**src/rtl/fetch_pc_generator_pkg.sv**
```systemverilog
// Shared constants and state encoding for the fetch PC generator.
package fetch_pc_generator_pkg;

  localparam logic [31:0] RESET_VADDR = 32'hBFC0_0000;
  localparam int          INST_NUM    = 4;
  localparam int          FOUR_WORDS  = 32 * INST_NUM;

  typedef enum logic {
    NORMAL   = 1'b0,
    DS_FETCH = 1'b1
  } pcg_state_e;

endpackage

```
**src/rtl/fetch_pc_generator_if.sv**
```systemverilog
// Fetch-group bus between the PC generator, the BTB, the instruction queue and the back end.
interface fetch_pc_generator_if;
  import fetch_pc_generator_pkg::*;

  logic                  IQ_ready_i;
  logic                  FU_redirect_i;
  logic [31:0]           FU_redirectVAddr_i;
  logic [31:0]           BTB_validDest_i;
  logic                  BTB_validTake_i;
  logic                  BTB_needDelaySlot_i;
  logic [31:0]           BTB_fifthVAddr_i;
  logic [FOUR_WORDS-1:0] PCG_VAddr_p_o;
  logic [INST_NUM-1:0]   PCG_instEnable_o;
  logic                  PCG_needDelaySlot_o;
  logic                  PCG_valid_o;

  modport master (
    input  IQ_ready_i, FU_redirect_i, FU_redirectVAddr_i,
    input  BTB_validDest_i, BTB_validTake_i, BTB_needDelaySlot_i, BTB_fifthVAddr_i,
    output PCG_VAddr_p_o, PCG_instEnable_o, PCG_needDelaySlot_o, PCG_valid_o
  );

  modport slave (
    output IQ_ready_i, FU_redirect_i, FU_redirectVAddr_i,
    output BTB_validDest_i, BTB_validTake_i, BTB_needDelaySlot_i, BTB_fifthVAddr_i,
    input  PCG_VAddr_p_o, PCG_instEnable_o, PCG_needDelaySlot_o, PCG_valid_o
  );

endinterface

```
**src/rtl/fetch_pc_generator_group_builder.sv**
```systemverilog
// Expands the fetch PC and state into four slot addresses, a slot-enable mask and the
// delay-slot flag. Purely combinational; the parent owns every register.
module pcg_group_builder
  import fetch_pc_generator_pkg::*;
(
  input  logic [31:0]           pc_i,
  input  pcg_state_e            state_i,
  output logic [FOUR_WORDS-1:0] vaddr_o,
  output logic [INST_NUM-1:0]   enable_o,
  output logic                  need_delay_slot_o
);

  always_comb begin
    vaddr_o           = '0;
    enable_o          = '0;
    need_delay_slot_o = 1'b0;
    // pc[1:0] passes through untouched so misalignment is still visible downstream
    for (int k = 0; k < INST_NUM; k++) begin
      vaddr_o[32*k +: 32] = {pc_i[31:4], 2'(k), pc_i[1:0]};
      enable_o[k]         = (2'(k) >= pc_i[3:2]);
    end
    if (state_i == DS_FETCH) begin
      enable_o          = {{(INST_NUM-1){1'b0}}, 1'b1};
      need_delay_slot_o = 1'b1;
    end
  end

endmodule

```
**src/rtl/fetch_pc_generator.sv**
```systemverilog
// Fetch PC register and next-PC selection: back-end redirect, BTB prediction,
// sequential fetch, and a one-group detour to fetch a delay slot in the next group.
module fetch_pc_generator
  import fetch_pc_generator_pkg::*;
(
  input  logic                  clk,
  input  logic                  rst,
  fetch_pc_generator_if.master  pcg_if
);

  logic [31:0] pc_q, pc_d;
  logic [31:0] saved_target_q, saved_target_d;
  pcg_state_e  state_q, state_d;
  logic        valid_q, valid_d;
  logic        accept;

  always_comb begin
    accept         = valid_q && pcg_if.IQ_ready_i;
    pc_d           = pc_q;
    saved_target_d = saved_target_q;
    state_d        = state_q;
    valid_d        = 1'b1;
    if (pcg_if.FU_redirect_i) begin
      pc_d    = pcg_if.FU_redirectVAddr_i;
      state_d = NORMAL;
    end else if (accept) begin
      unique case (state_q)
        NORMAL: begin
          if (pcg_if.BTB_validTake_i && pcg_if.BTB_needDelaySlot_i) begin
            // Fetch the delay slot first; the branch target waits in saved_target
            pc_d           = pcg_if.BTB_fifthVAddr_i;
            saved_target_d = pcg_if.BTB_validDest_i;
            state_d        = DS_FETCH;
          end else if (pcg_if.BTB_validTake_i) begin
            pc_d = pcg_if.BTB_validDest_i;
          end else begin
            pc_d = pcg_if.BTB_fifthVAddr_i;
          end
        end
        DS_FETCH: begin
          pc_d    = saved_target_q;
          state_d = NORMAL;
        end
        default: state_d = NORMAL;
      endcase
    end
  end

  always_ff @(posedge clk) begin
    if (!rst) begin
      pc_q           <= RESET_VADDR;
      saved_target_q <= '0;
      state_q        <= NORMAL;
      valid_q        <= 1'b0;
    end else begin
      pc_q           <= pc_d;
      saved_target_q <= saved_target_d;
      state_q        <= state_d;
      valid_q        <= valid_d;
    end
  end

  pcg_group_builder u_group_builder (
    .pc_i              (pc_q),
    .state_i           (state_q),
    .vaddr_o           (pcg_if.PCG_VAddr_p_o),
    .enable_o          (pcg_if.PCG_instEnable_o),
    .need_delay_slot_o (pcg_if.PCG_needDelaySlot_o)
  );

  assign pcg_if.PCG_valid_o = valid_q;

endmodule
```
**src/flat_wrapper.sv**
```systemverilog
// flat-port wrapper written by rule: the top's interface ports become plain ports
module fetch_pc_generator_flat import fetch_pc_generator_pkg::*;
  (clk, rst, pcg_if_IQ_ready_i, pcg_if_FU_redirect_i, pcg_if_FU_redirectVAddr_i, pcg_if_BTB_validDest_i, pcg_if_BTB_validTake_i, pcg_if_BTB_needDelaySlot_i, pcg_if_BTB_fifthVAddr_i, pcg_if_PCG_VAddr_p_o, pcg_if_PCG_instEnable_o, pcg_if_PCG_needDelaySlot_o, pcg_if_PCG_valid_o);
  fetch_pc_generator_if pcg_if_i ();
  input  logic clk;
  input  logic rst;
  input wire logic [$bits(pcg_if_i.IQ_ready_i)-1:0] pcg_if_IQ_ready_i;
  input wire logic [$bits(pcg_if_i.FU_redirect_i)-1:0] pcg_if_FU_redirect_i;
  input wire logic [$bits(pcg_if_i.FU_redirectVAddr_i)-1:0] pcg_if_FU_redirectVAddr_i;
  input wire logic [$bits(pcg_if_i.BTB_validDest_i)-1:0] pcg_if_BTB_validDest_i;
  input wire logic [$bits(pcg_if_i.BTB_validTake_i)-1:0] pcg_if_BTB_validTake_i;
  input wire logic [$bits(pcg_if_i.BTB_needDelaySlot_i)-1:0] pcg_if_BTB_needDelaySlot_i;
  input wire logic [$bits(pcg_if_i.BTB_fifthVAddr_i)-1:0] pcg_if_BTB_fifthVAddr_i;
  output wire logic [$bits(pcg_if_i.PCG_VAddr_p_o)-1:0] pcg_if_PCG_VAddr_p_o;
  output wire logic [$bits(pcg_if_i.PCG_instEnable_o)-1:0] pcg_if_PCG_instEnable_o;
  output wire logic [$bits(pcg_if_i.PCG_needDelaySlot_o)-1:0] pcg_if_PCG_needDelaySlot_o;
  output wire logic [$bits(pcg_if_i.PCG_valid_o)-1:0] pcg_if_PCG_valid_o;
  assign pcg_if_i.IQ_ready_i = pcg_if_IQ_ready_i;
  assign pcg_if_i.FU_redirect_i = pcg_if_FU_redirect_i;
  assign pcg_if_i.FU_redirectVAddr_i = pcg_if_FU_redirectVAddr_i;
  assign pcg_if_i.BTB_validDest_i = pcg_if_BTB_validDest_i;
  assign pcg_if_i.BTB_validTake_i = pcg_if_BTB_validTake_i;
  assign pcg_if_i.BTB_needDelaySlot_i = pcg_if_BTB_needDelaySlot_i;
  assign pcg_if_i.BTB_fifthVAddr_i = pcg_if_BTB_fifthVAddr_i;
  assign pcg_if_PCG_VAddr_p_o = pcg_if_i.PCG_VAddr_p_o;
  assign pcg_if_PCG_instEnable_o = pcg_if_i.PCG_instEnable_o;
  assign pcg_if_PCG_needDelaySlot_o = pcg_if_i.PCG_needDelaySlot_o;
  assign pcg_if_PCG_valid_o = pcg_if_i.PCG_valid_o;
  fetch_pc_generator u_core (.clk(clk), .rst(rst), .pcg_if(pcg_if_i));
endmodule
```
**config.mk**
```make
export PLATFORM = sky130hd
export DESIGN_NAME = fetch_pc_generator_flat
export DESIGN_NICKNAME = d
export VERILOG_FILES = /design/src/rtl/fetch_pc_generator_pkg.sv /design/src/rtl/fetch_pc_generator_if.sv /design/src/rtl/fetch_pc_generator_group_builder.sv /design/src/rtl/fetch_pc_generator.sv /design/src/flat_wrapper.sv
export SDC_FILE = /design/constraint.sdc
export NUM_CORES = 1
export LEC_CHECK = 0
export CELL_PAD_IN_SITES_DETAIL_PLACEMENT = 1
export CELL_PAD_IN_SITES_GLOBAL_PLACEMENT = 1
export CORE_MARGIN = 2
export CORE_UTILIZATION = 25
export CTS_CLUSTER_DIAMETER = 30
export DETAILED_ROUTE_END_ITERATION = 8
export GPL_TIMING_DRIVEN = 0
export PLACE_DENSITY = 0.81
export SETUP_SLACK_MARGIN = 0.05
export SLEW_MARGIN = 15
export SYNTH_ARGS = -nofsm -noshare
export SYNTH_HDL_FRONTEND = slang
export SYNTH_SLANG_ARGS = --single-unit
```
**constraint.sdc**
```tcl
create_clock -name clk -period 1.2 [get_ports clk]
set_input_delay 0.12 -clock clk [delete_from_list [all_inputs] [get_ports clk]]
set_output_delay 0.12 -clock clk [all_outputs]
set_load 0.02 [all_outputs]
```
# ---- Word-level counts from Yosys, hierarchy flattened
# Index checks and enable logic that the tools add are counted.
dict set report totals {
  regBits 66
  inputBits 102
  out_inout_bits 134
}
dict set report classes {
  n_lt_le_gt_ge 4
  mux 10
  n_bitwise 3
  reduce_logical 5
}
# operator n
set ops {}
lappend ops {{$mux W32} 4}
lappend ops {{$pmux W32 S2} 1}
lappend ops {{$ge A1 B2 Y1 const A} 2}
lappend ops {{$ge A2 B2 Y1 const A} 2}
lappend ops {{$mux W4} 1}
lappend ops {{$reduce_and A4 Y1} 1}
lappend ops {{$mux W1} 3}
lappend ops {{$not A1 Y1} 3}
lappend ops {{$logic_and A1 B1 Y1} 2}
lappend ops {{$pmux W1 S2} 1}
lappend ops {{$reduce_bool A2 Y1} 1}
lappend ops {{$reduce_or A2 Y1} 1}

# ---- Longest topological paths before layout
dict set report depth {
  ltp_word 5
  depth_mapped 5
  mapped_depth_nobuf 3
}

# ---- Cells and area by module
# From an unflattened synthesis, not the netlist that was laid out.
dict set report hier_totals {
  hier_cells 578
  hier_area_um2 4648.2
}
# module instances cells_each area_each_um2
set by_module_without_submodules {}
lappend by_module_without_submodules {fetch_pc_generator 1 443 3652.3}
lappend by_module_without_submodules {pcg_group_builder 1 135 996.0}

# ---- Worst setup path after synthesis
# Ideal clock, no wire load.
dict set report synth_timing {
  kind {reg-to-output}
  start {register u_core.state_q}
  end {output port pcg_if_PCG_instEnable_o[0]}
  arrival_time_ns 1.376
  required_ns 1.080
  setup_slack_ns -0.296
  path_stages_with_launch 5
  n_path_buf 2
  path_cell_list {dfxtp_1 > buf_4 > clkinv_1 > clkbuf_1 > o21ai_0}
}
dict set report synth_via {
  elab_chain_len 1
}
# element line_no
set synth_rtl {}
lappend synth_rtl {{from (decl)} fetch_pc_generator.sv:13} ;# pcg_state_e state_q, state_d;
lappend synth_rtl {{from (signal assigned)} fetch_pc_generator.sv:58} ;# state_q <= state_d;
lappend synth_rtl {{$mux W4} fetch_pc_generator_group_builder.sv:22} ;# if (state_i == DS_FETCH) begin
lappend synth_rtl {{to (decl)} flat_wrapper.sv:15} ;# output wire logic [$bits(pcg_if_i.PCG_instEnable_o)-1:0] pcg_if_PCG_instEnable_o;
# No other way between the ends.

# ---- Worst setup path in the final report
dict set report layout_timing {
  start {register u_core.state_q}
  end {output port pcg_if_PCG_instEnable_o[2]}
}
# Same word-level chain as after synthesis.

==> out/qor.yml <==
yosys_warnings: 0
irDropWorstVdd_mv: 0.630
core_um2: 18100
ys_seq_elements: 66
vias: 5175
crit_type: "reg -> out"
yosysMostFrequentCell: "buf_4"
die_area_um2: 19700
synth_top_cells_by_count: "buf_4 (130), dfxtp_1 (66), o21ai_0 (44), and3b_1 (34), nand2_1 (34)"
cts.sinks: 66
fillers: 2177
setup_slack_ns: -0.151
viasPerCell: 4.78
wl_um: 20300
wl_per_cell_um: 18.8
synth.top_cell.area_share_pct: 28.5
cts_tree: "yes"
numCtsBuffers: 9
dp_cells: 1047
grt_use_met3_pct: 3.90
grt_max_degree: 12
start_kind: "flip-flop"
antenna_found_initial: 0
grt_pass1_vias: 5305
syn_to_final_growth_pct: 74.4
slew_viol_final: 0
multi_input_comb_area_um2: 2570
cts_root_buf: "clkbuf_16"
layout-drive-gt1-share_pct: 53.3
worstSkewPairLatency_ns: 0.33
fin_crit_sh_pct: 113
ant_nets: 0
reg2regPathDepth: 6
timing.rr.end: "u_core.saved_target_q[16]"
async_flop_share_pct: 0
drtPass1Iterations: 5
die_h_um: 140
dieWidth_um: 140
syn_inst: 585
rows: 49
syn_area_um2: 4640
synthFlopType: "dfxtp_1"
cp.required_ns: 1.08
drt-initial-drc-count: 207
yosys.area.top_type: "dfxtp_1"
utilization_pct: 44.7
cap_violations: 0
grt_util_all_layers_pct: 19.8
power.density_nw_per_um2: 1000
violations: "setup timing"
clockBufferDepth: 2
drc: 0
syn_avg_cell_area_um2: 7.93
grt_busiest_layer: "met2"
hold_class: "in -> reg"
clkTransAtPathRegs_ns: 0.06
whs_endpoint: "u_core.pcg_if.PCG_valid_o"
finalNonFillerCells: 1082
holdPathStages: 1
hold_viol_final: 0
gp_congestion: 0.817
start_util_pct: 25.7
gr-total-overflow: 0
htree_levels: 3
seqCellArea_um2: 1410
layout_min_cycle_time_ns: 1.35
placed_area_um2: 7290
layout.nets: 950
regToRegSetupSlack_ns: -0.12
p_leak_nw: 3.62
setup_viol: 57
fmax_mhz: 740
final_cell_area_um2: 8090
critPathMaxFanout: 6
ys_seq_area_share_pct: 28.5
crit_path_end_kind: "output port"
synth_area_leaders: "dfxtp_1 (28%), buf_4 (21%), and3b_1 (6.4%)"
synth_cell_types: 25
r2r_start: "u_core.state_q"
hpwl_um: 14200
io_pins: 236
skew_ns: 0.00658
outcome: "finished with violations"
synth_edf_count: 0
arrival_ns: 1.23
grt_util_met2_pct: 35.5
grt_pass1_wl_um: 30500
fin_total_pwr_mw: 8.10
grt_use_met1_pct: 24.2
worstHoldStart: "rst"
port_buffers: 227
rsz0062_at_grt: "true"
antenna_cells: 0
==> worst max-delay path by stage <==
stage	from	cells after the start	endpoint
2_1_floorplan	u_core.state_q	5	u_core.saved_target_q[0]
3_3_place_gp	pcg_if_BTB_needDelaySlot_i	5	u_core.pc_q[14]
3_5_place_dp	pcg_if_FU_redirect_i	6	u_core.pc_q[11]
4_1_cts	u_core.state_q	4	pcg_if_PCG_instEnable_o[2]
5_1_grt	u_core.state_q	5	pcg_if_PCG_instEnable_o[0]
6_report	u_core.state_q	4	pcg_if_PCG_instEnable_o[2]
==> flip-flops by register name (all words and copies together), names as in the netlist <==
name,cells
u_core.pc_q,32
u_core.pcg_if.PCG_valid_o,1
u_core.saved_target_q,32
u_core.state_q,1
==> cell type report <==
cell class	instances	share of cell area, %
buffer	179	18.6
clock buffer	12	3.05
clock inverter	4	0.912
inverter	10	0.619
multi-input combinational	333	31.8
sequential	66	17.4
tap	229	3.54
timing repair buffer	249	24.1
==> logic make-up (layout without fill, tap and decap cells) <==
kind of cell           after synthesis  count (layout)  synth area share, %
AO/OA/AOI/OAI                      195             195                 27.9
buffers and inverters              192             454                 26.8
flip-flops                          66              66                 28.5
other                                2               8                0.162
AND/OR/NAND/NOR                    130             130                 16.7
==> worst max-delay path, stage by stage, from the launching register on <==
cell	delay (ns)
dfxtp_4	0.35
buf_8	0.14
clkbuf_16	0.15
a21oi_4	0.11
buf_6	0.14
==> routing by layer <==
layer	vias up	wire, um
li1	2495	-
met1	2499	8540
met2	156	10400
met3	25	1070
met4	0	348
met5	-	0
==> through the flow <==
step	worst slack [ns]	hold WS, ns	TNS [ns]
5_1_grt	-0.180	0.291	-6.55
3_5_place_dp	-0.649	0.467	-41.50
6_report	-0.151	0.300	-3.93
2_1_floorplan	0.00554	0.148	0
4_1_cts	-0.142	0.262	-4.10
3_3_place_gp	-0.623	0.460	-38.25
==> report_power, final <==
| part | internal (mW) | switching (mW) | total, mW |
|---|---|---|---|
| logic | 1.40 | 1.32 | 2.72 |
| registers | 2.31 | 0.146 | 2.45 |
| clock network | 1.88 | 1.05 | 2.93 |
==> layout by cell type, fill, tap and decap left out, drive strengths merged, types with 3 or more instances in the layout <==
master         synthesis  final
a211oi                32     32
clkbuf                29     32
nand3                 32     32
a21boi                32     32
nand2                 34     34
a21oi                 25     25
inv                    9     10
o22ai                 23     23
dfxtp                 66     66
o2111ai               23     23
buf                  153    305
nand2b                25     25
dlygate4sd2            0      3
o21ai                 51     51
and3b                 34     34
conb                   2      8
clkdlybuf4s50          0     97
o311a                  9      9
==> timing repair <==
| item | 4_1_cts | 5_1_grt |
|---|---|---|
| hold buffers | 0 | 0 |
| resized for setup | 671 | 121 |
| setup endpoints to repair | 191 | 73 |
| setup buffers | 12 | 6 |
| cloned | 2 | 2 |
| pin swaps | 10 | 30 |
No activity file was read; power rests on OpenSTA's default activity.
